### config.mk
export PLATFORM = sky130hd
export DESIGN_NAME = arf038b064e1r1w0cbbehraa4acw_swt_obs_unload_flat
export DESIGN_NICKNAME = d
export VERILOG_FILES = /design/src/rtl/arf038b064e1r1w0cbbehraa4acw_swt_obs_pkg.sv /design/src/rtl/arf038b064e1r1w0cbbehraa4acw_swt_obs_unload_if.sv /design/src/rtl/arf038b064e1r1w0cbbehraa4acw_swt_obs_misr.sv /design/src/rtl/arf038b064e1r1w0cbbehraa4acw_swt_obs_unload.sv /design/src/flat_wrapper.sv
export SDC_FILE = /design/constraint.sdc
export NUM_CORES = 1
export LEC_CHECK = 0
export ABC_CLOCK_PERIOD_IN_PS = 1800
export CAP_MARGIN = 15
export CELL_PAD_IN_SITES_DETAIL_PLACEMENT = 1
export CELL_PAD_IN_SITES_GLOBAL_PLACEMENT = 2
export CORE_MARGIN = 3
export CORE_UTILIZATION = 35
export DETAILED_ROUTE_END_ITERATION = 10
export PLACE_DENSITY = 0.88
export SKIP_LAST_GASP = 1
export SLEW_MARGIN = 20
export SYNTH_ARGS = -nofsm -noshare
export SYNTH_HDL_FRONTEND = slang
export SYNTH_HIERARCHICAL = 1
export SYNTH_SLANG_ARGS = --single-unit
### constraint.sdc
create_clock -name clock -period 1.8 [get_ports clock]
set_input_delay 0.18 -clock clock [delete_from_list [all_inputs] [get_ports clock]]
set_output_delay 0.18 -clock clock [all_outputs]
set_load 0.01 [all_outputs]
### src/rtl/arf038b064e1r1w0cbbehraa4acw_swt_obs_pkg.sv
// Shared types and constants for the Scan Write-Thru observation unload path.
// Holds the unload FSM states, the default MISR taps and the snapshot source encodings.
package arf038b064e1r1w0cbbehraa4acw_swt_obs_pkg;

   typedef enum logic {
      IDLE  = 1'b0,
      SHIFT = 1'b1
   } state_t;

   localparam int OBS_FLOP_NUM_DEF = 13;
   localparam logic [OBS_FLOP_NUM_DEF-1:0] MISR_POLY_DEF = 13'h001B;

   localparam logic CAPTURE_SEL_OBS = 1'b0;
   localparam logic CAPTURE_SEL_SIG = 1'b1;

endpackage

### src/rtl/arf038b064e1r1w0cbbehraa4acw_swt_obs_unload_if.sv
// Bundle of the observation inputs, MISR controls and serial unload stream.
// The unload block attaches through the slave modport; the controller side uses master.
interface arf038b064e1r1w0cbbehraa4acw_swt_obs_unload_if #(
   parameter int OBS_FLOP_NUM = 13
);
   logic [OBS_FLOP_NUM-1:0] obs_in;
   logic                    misr_en;
   logic                    misr_clear;
   logic                    capture_req;
   logic                    capture_sel;
   logic                    shift_ready;
   logic                    shift_valid;
   logic                    shift_data;
   logic                    shift_last;
   logic                    busy;
   logic                    capture_drop;
   logic [OBS_FLOP_NUM-1:0] signature;

   modport slave (
      input  obs_in, misr_en, misr_clear, capture_req, capture_sel, shift_ready,
      output shift_valid, shift_data, shift_last, busy, capture_drop, signature
   );

   modport master (
      output obs_in, misr_en, misr_clear, capture_req, capture_sel, shift_ready,
      input  shift_valid, shift_data, shift_last, busy, capture_drop, signature
   );
endinterface

### src/rtl/arf038b064e1r1w0cbbehraa4acw_swt_obs_misr.sv
// Multiple-input signature register compacting the observation vector over many cycles.
// Clear takes priority over fold; otherwise the signature holds.
module arf038b064e1r1w0cbbehraa4acw_swt_obs_misr
   import arf038b064e1r1w0cbbehraa4acw_swt_obs_pkg::*;
#(
   parameter int                      OBS_FLOP_NUM = OBS_FLOP_NUM_DEF,
   parameter logic [OBS_FLOP_NUM-1:0] MISR_POLY    = OBS_FLOP_NUM'(MISR_POLY_DEF)
) (
   input  logic                    clock,
   input  logic                    reset_b,
   input  logic                    misr_en_i,
   input  logic                    misr_clear_i,
   input  logic [OBS_FLOP_NUM-1:0] obs_in_i,
   output logic [OBS_FLOP_NUM-1:0] signature_o
);

   logic [OBS_FLOP_NUM-1:0] signature_q;
   logic [OBS_FLOP_NUM-1:0] signature_d;

   always_comb begin
      signature_d = signature_q;
      if (misr_clear_i) begin
         signature_d = '0;
      end else if (misr_en_i) begin
         signature_d = {signature_q[OBS_FLOP_NUM-2:0], 1'b0}
                     ^ (signature_q[OBS_FLOP_NUM-1] ? MISR_POLY : '0)
                     ^ obs_in_i;
      end
   end

   always_ff @(posedge clock or negedge reset_b) begin
      if (!reset_b) begin
         signature_q <= '0;
      end else begin
         signature_q <= signature_d;
      end
   end

   assign signature_o = signature_q;

endmodule

### src/rtl/arf038b064e1r1w0cbbehraa4acw_swt_obs_unload.sv
// Observation unload: snapshots obs_in or the MISR signature and streams it LSB-first
// over a valid/ready bit stream; requests arriving mid-unload are dropped and flagged.
module arf038b064e1r1w0cbbehraa4acw_swt_obs_unload
   import arf038b064e1r1w0cbbehraa4acw_swt_obs_pkg::*;
#(
   parameter int                      OBS_FLOP_NUM = OBS_FLOP_NUM_DEF,
   parameter logic [OBS_FLOP_NUM-1:0] MISR_POLY    = OBS_FLOP_NUM'(MISR_POLY_DEF)
) (
   input  logic                                     clock,
   input  logic                                     reset_b,
   arf038b064e1r1w0cbbehraa4acw_swt_obs_unload_if.slave bus
);

   localparam int CNT_W = $clog2(OBS_FLOP_NUM);
   localparam logic [CNT_W-1:0] LAST_IDX = CNT_W'(OBS_FLOP_NUM - 1);

   state_t                  state_q, state_d;
   logic [OBS_FLOP_NUM-1:0] shreg_q, shreg_d;
   logic [CNT_W-1:0]        count_q, count_d;
   logic                    drop_q, drop_d;
   logic [OBS_FLOP_NUM-1:0] signature;

   arf038b064e1r1w0cbbehraa4acw_swt_obs_misr #(
      .OBS_FLOP_NUM (OBS_FLOP_NUM),
      .MISR_POLY    (MISR_POLY)
   ) u_misr (
      .clock        (clock),
      .reset_b      (reset_b),
      .misr_en_i    (bus.misr_en),
      .misr_clear_i (bus.misr_clear),
      .obs_in_i     (bus.obs_in),
      .signature_o  (signature)
   );

   // The signature fed to the snapshot is the registered value, i.e. before this cycle's fold.
   always_comb begin
      state_d = state_q;
      shreg_d = shreg_q;
      count_d = count_q;
      drop_d  = 1'b0;
      unique case (state_q)
         IDLE: begin
            if (bus.capture_req) begin
               case (bus.capture_sel)
                  CAPTURE_SEL_OBS: shreg_d = bus.obs_in;
                  default:         shreg_d = signature;
               endcase
               count_d = '0;
               state_d = SHIFT;
            end
         end
         SHIFT: begin
            drop_d = bus.capture_req;
            if (bus.shift_ready) begin
               shreg_d = {1'b0, shreg_q[OBS_FLOP_NUM-1:1]};
               count_d = count_q + CNT_W'(1);
               if (count_q == LAST_IDX) begin
                  state_d = IDLE;
               end
            end
         end
         default: state_d = IDLE;
      endcase
   end

   always_ff @(posedge clock or negedge reset_b) begin
      if (!reset_b) begin
         state_q <= IDLE;
         shreg_q <= '0;
         count_q <= '0;
         drop_q  <= 1'b0;
      end else begin
         state_q <= state_d;
         shreg_q <= shreg_d;
         count_q <= count_d;
         drop_q  <= drop_d;
      end
   end

   assign bus.shift_valid  = (state_q == SHIFT);
   assign bus.shift_data   = (state_q == SHIFT) & shreg_q[0];
   assign bus.shift_last   = (state_q == SHIFT) & (count_q == LAST_IDX);
   assign bus.busy         = (state_q == SHIFT);
   assign bus.capture_drop = drop_q;
   assign bus.signature    = signature;

endmodule

### src/flat_wrapper.sv
// flat-port wrapper written by rule: the top's interface ports become plain ports
module arf038b064e1r1w0cbbehraa4acw_swt_obs_unload_flat import arf038b064e1r1w0cbbehraa4acw_swt_obs_pkg::*;
#(
   parameter int                      OBS_FLOP_NUM = OBS_FLOP_NUM_DEF,
   parameter logic [OBS_FLOP_NUM-1:0] MISR_POLY    = OBS_FLOP_NUM'(MISR_POLY_DEF)
)
  (clock, reset_b, bus_obs_in, bus_misr_en, bus_misr_clear, bus_capture_req, bus_capture_sel, bus_shift_ready, bus_shift_valid, bus_shift_data, bus_shift_last, bus_busy, bus_capture_drop, bus_signature);
  arf038b064e1r1w0cbbehraa4acw_swt_obs_unload_if #(.OBS_FLOP_NUM(OBS_FLOP_NUM)) bus_i ();
  input  logic clock;
  input  logic reset_b;
  input wire logic [$bits(bus_i.obs_in)-1:0] bus_obs_in;
  input wire logic [$bits(bus_i.misr_en)-1:0] bus_misr_en;
  input wire logic [$bits(bus_i.misr_clear)-1:0] bus_misr_clear;
  input wire logic [$bits(bus_i.capture_req)-1:0] bus_capture_req;
  input wire logic [$bits(bus_i.capture_sel)-1:0] bus_capture_sel;
  input wire logic [$bits(bus_i.shift_ready)-1:0] bus_shift_ready;
  output wire logic [$bits(bus_i.shift_valid)-1:0] bus_shift_valid;
  output wire logic [$bits(bus_i.shift_data)-1:0] bus_shift_data;
  output wire logic [$bits(bus_i.shift_last)-1:0] bus_shift_last;
  output wire logic [$bits(bus_i.busy)-1:0] bus_busy;
  output wire logic [$bits(bus_i.capture_drop)-1:0] bus_capture_drop;
  output wire logic [$bits(bus_i.signature)-1:0] bus_signature;
  assign bus_i.obs_in = bus_obs_in;
  assign bus_i.misr_en = bus_misr_en;
  assign bus_i.misr_clear = bus_misr_clear;
  assign bus_i.capture_req = bus_capture_req;
  assign bus_i.capture_sel = bus_capture_sel;
  assign bus_i.shift_ready = bus_shift_ready;
  assign bus_shift_valid = bus_i.shift_valid;
  assign bus_shift_data = bus_i.shift_data;
  assign bus_shift_last = bus_i.shift_last;
  assign bus_busy = bus_i.busy;
  assign bus_capture_drop = bus_i.capture_drop;
  assign bus_signature = bus_i.signature;
  arf038b064e1r1w0cbbehraa4acw_swt_obs_unload #(.OBS_FLOP_NUM(OBS_FLOP_NUM), .MISR_POLY(MISR_POLY)) u_core (.clock(clock), .reset_b(reset_b), .bus(bus_i));
endmodule
==> run_results.csv <==
group,metric,value,unit
status,status,"completed",
critical_path,crit_path_end_kind,"primary output",
global_routing,antenna_found_initial,0,
sta,hold_violations,0,
global_routing,grt_pass1_vias,1530,
yosys,synth.most_common_cell,"dfrtp_1",
yosys,netlist.top_cell.by_area,"dfrtp_1",
cells_and_area,fin_nets,237,
routing,drt-total-wl,4.11,mm
critical_path,reg2reg_setup_slack,600,ps
critical_path,r2r-end,"u_core/u_misr/signature_o[4]",
clocking,root_buffer,"clkbuf_8",
global_routing,use_met3,0.0418,
floorplan,start_util,0.367,
clocking,cts_buffers,5,
floorplan,die_w,79.6,um
yosys,ys_top_cells_by_area,"dfrtp_1, a211oi_1, mux2i_1",
routing,drt-initial-drc-count,76,
yosys,avgSynthCellArea,10.7,um2
cells_and_area,area_growth,27.9,%
routing,num_vias,1434,
cells_and_area,design_area,2430,um2
sta,slew_violations,0,
critical_path,worstPathArrival,1520,ps
sta,tightestPinTransition,415,ps
global_routing,use_met1,0.202,
sta,finClkSkew,6.97,ps
run,maxCapViolCount,0,
power_and_ir_drop,p_total,0.00248,W
yosys,async_reset_ff_frac,1.00,
clocking,cts_sinks,32,
floorplan,core-area,5170,um2
yosys,ys_warn_count,6,
power_and_ir_drop,peakVddDrop,362,uV
floorplan,num_rows,26,
critical_path,crit_path_start_kind,"flip-flop",
clocking,post_cts.repair.setup_buffers,0,
global_routing,grt-ovfl-total,0,
critical_path,cp_top_family,"flip-flops",
routing,drc_errors,0,
routing,firstDrtPassIters,4,
sta,holdWs,306,ps
sta,setup_viol,0,
floorplan,num_io_pins,38,
clocking,clk_latency,280,ps
critical_path,critPathBufInv,2,
power_and_ir_drop,cellPowerDensity,1020,nW/um2
critical_path,crit_type,"reg2out",
sta,period_minus_slack,1700,ps
floorplan,dieArea,6340,um2
sta,timing.final.crit_share,0.943,
yosys,synth-edff-count,0,
yosys,yosysTopAreaCellShare,0.422,
cells_and_area,antennaDiodeCount,0,
place,hpwl,3.02,mm
sta,rsz0062_at_grt,"false",
cells_and_area,instances_no_fill,286,
place,portBuffers,37,
critical_path,path_max_fanout,4,
place,place_area,2340,um2
yosys,ys_ff_latch,32,
critical_path,slowest_delay,390,ps
yosys,netlist_top_cells_count,"dfrtp_1, nor2_1, a211oi_1",
yosys,yosysSeqAreaShare,0.422,
yosys,synth_flop_cell,"dfrtp_1",
place,gp_congestion,0.721,
routing,viasPerCell,5.01,
yosys,synthCells,178,
critical_path,cp_slowest_cell,"dfrtp_1",
clocking,cts_hold_buf,0,
global_routing,busiest_layer,"met2",
power_and_ir_drop,p_leak,1.14,nW
global_routing,grt_max_degree,33,
clocking,clock_path_buffers,2,
cells_and_area,drive_gt1_frac,0.120,
floorplan,die_h,79.6,um
global_routing,grt_usage,0.148,
worst_hold_path,hp-class,"in2async",
cells_and_area,fill_cells,575,
routing,wl_per_cell,14.4,um
clocking,tritoncts,"done",
yosys,synth_cell_type_count,32,
place,placed_cells,278,
global_routing,grt.met2_usage,0.227,
critical_path,rr_startpoint,"u_core/u_misr/signature_o[12]",
sta,fmax,589,MHz
critical_path,cp.required,1620,ps
global_routing,grt_pass1_wl,7.46,mm
critical_path,reg2reg_depth,3,
clocking,h-tree-depth,2,
sta,setup-tns-final,0,ps
routing,ant_nets,0,
yosys,syn_nets,200,
critical_path,path_cells,"inv_1 > ha_1 > and3_1 > and2_1 > dlygate4sd2_1",
sta,relSlewSlack,0.723,
clocking,path_clk_slew,70,ps
yosys,synth_area,1900,um2
-- where the power goes --
part	internal [W]	leakage [nW]	total (W)	switching, W
Clock	0.000312	0.0455	0.000570	0.000258
Combinational	0.000503	0.683	0.000828	0.000325
Sequential	0.000915	0.413	0.00109	0.000171
-- layout make-up --
type                    instances  area, um2  share of cell area
multi-input cells             128        967               0.398
flip-flops and latches         32        801               0.330
repair buffers                 46        474               0.195
clock buffers                   8       90.1              0.0371
well taps                      70       87.6              0.0361
inverters                       2       7.51             0.00309
-- flip-flops by register name (all words and copies together), names as in the netlist --
name / flops
u_core/bus.busy: 1
u_core/bus.capture_drop: 1
u_core/count_q: 4
u_core/shreg_q: 13
u_core/u_misr/signature_o: 13
-- how the worst max path moves through the flow --
stage	startpoint	end	slack (ps)	cells past startpoint
final	u_core/count_q[0]	bus_shift_last	100	5
after global routing	u_core/count_q[0]	bus_shift_last	20	5
after CTS	u_core/count_q[0]	bus_shift_last	80	5
after detailed placement	u_core/count_q[0]	bus_shift_last	190	5
after global placement	u_core/count_q[0]	bus_shift_last	220	5
after floorplan	u_core/bus.busy	bus_shift_data	560	3
-- cells by family after synthesis --
family / synth area share
AND/OR/NAND/NOR: 0.104
adder cells (fa/ha/maj): 0.0132
AO/OA/AOI/OAI: 0.167
XOR/XNOR: 0.0771
buffers and inverters: 0.0686
multiplexers: 0.148
flip-flops: 0.422
-- routing by layer --
layer | up-vias | wire [um]
met3 | 7 | 195
met2 | 36 | 1830
li1 | 698 | -
met4 | 0 | 55
met5 | - | 0
met1 | 693 | 2020
-- layout by cell type, fill, tap and decap left out, drive strengths merged, types with 2 or more instances in the layout --
cell type,instances
a211oi,21
a21o,13
and2,3
buf,9
clkbuf,8
clkdlybuf4s50,36
dfrtp,32
ha,2
inv,2
mux2,11
mux2i,15
nand2,4
nand2b,3
nand3b,2
nor2,26
nor3b,2
o221ai,2
xnor2,12
xor2,2
-- repair_timing --
item | 4_1_cts | 5_1_grt
gates resized for setup | 1 | 0
endpoints found under the hold margin | 0 | 0
setup endpoints to repair | 1 | 0
-- stage by stage --
stage	utilization	worst slack, ps
2_1_floorplan	-	563
3_3_place_gp	0.452	224
3_5_place_dp	0.452	187
4_1_cts	0.469	83.5
5_1_grt	0.469	18.5
6_report	0.469	103
(Power assumes the default switching activity.)
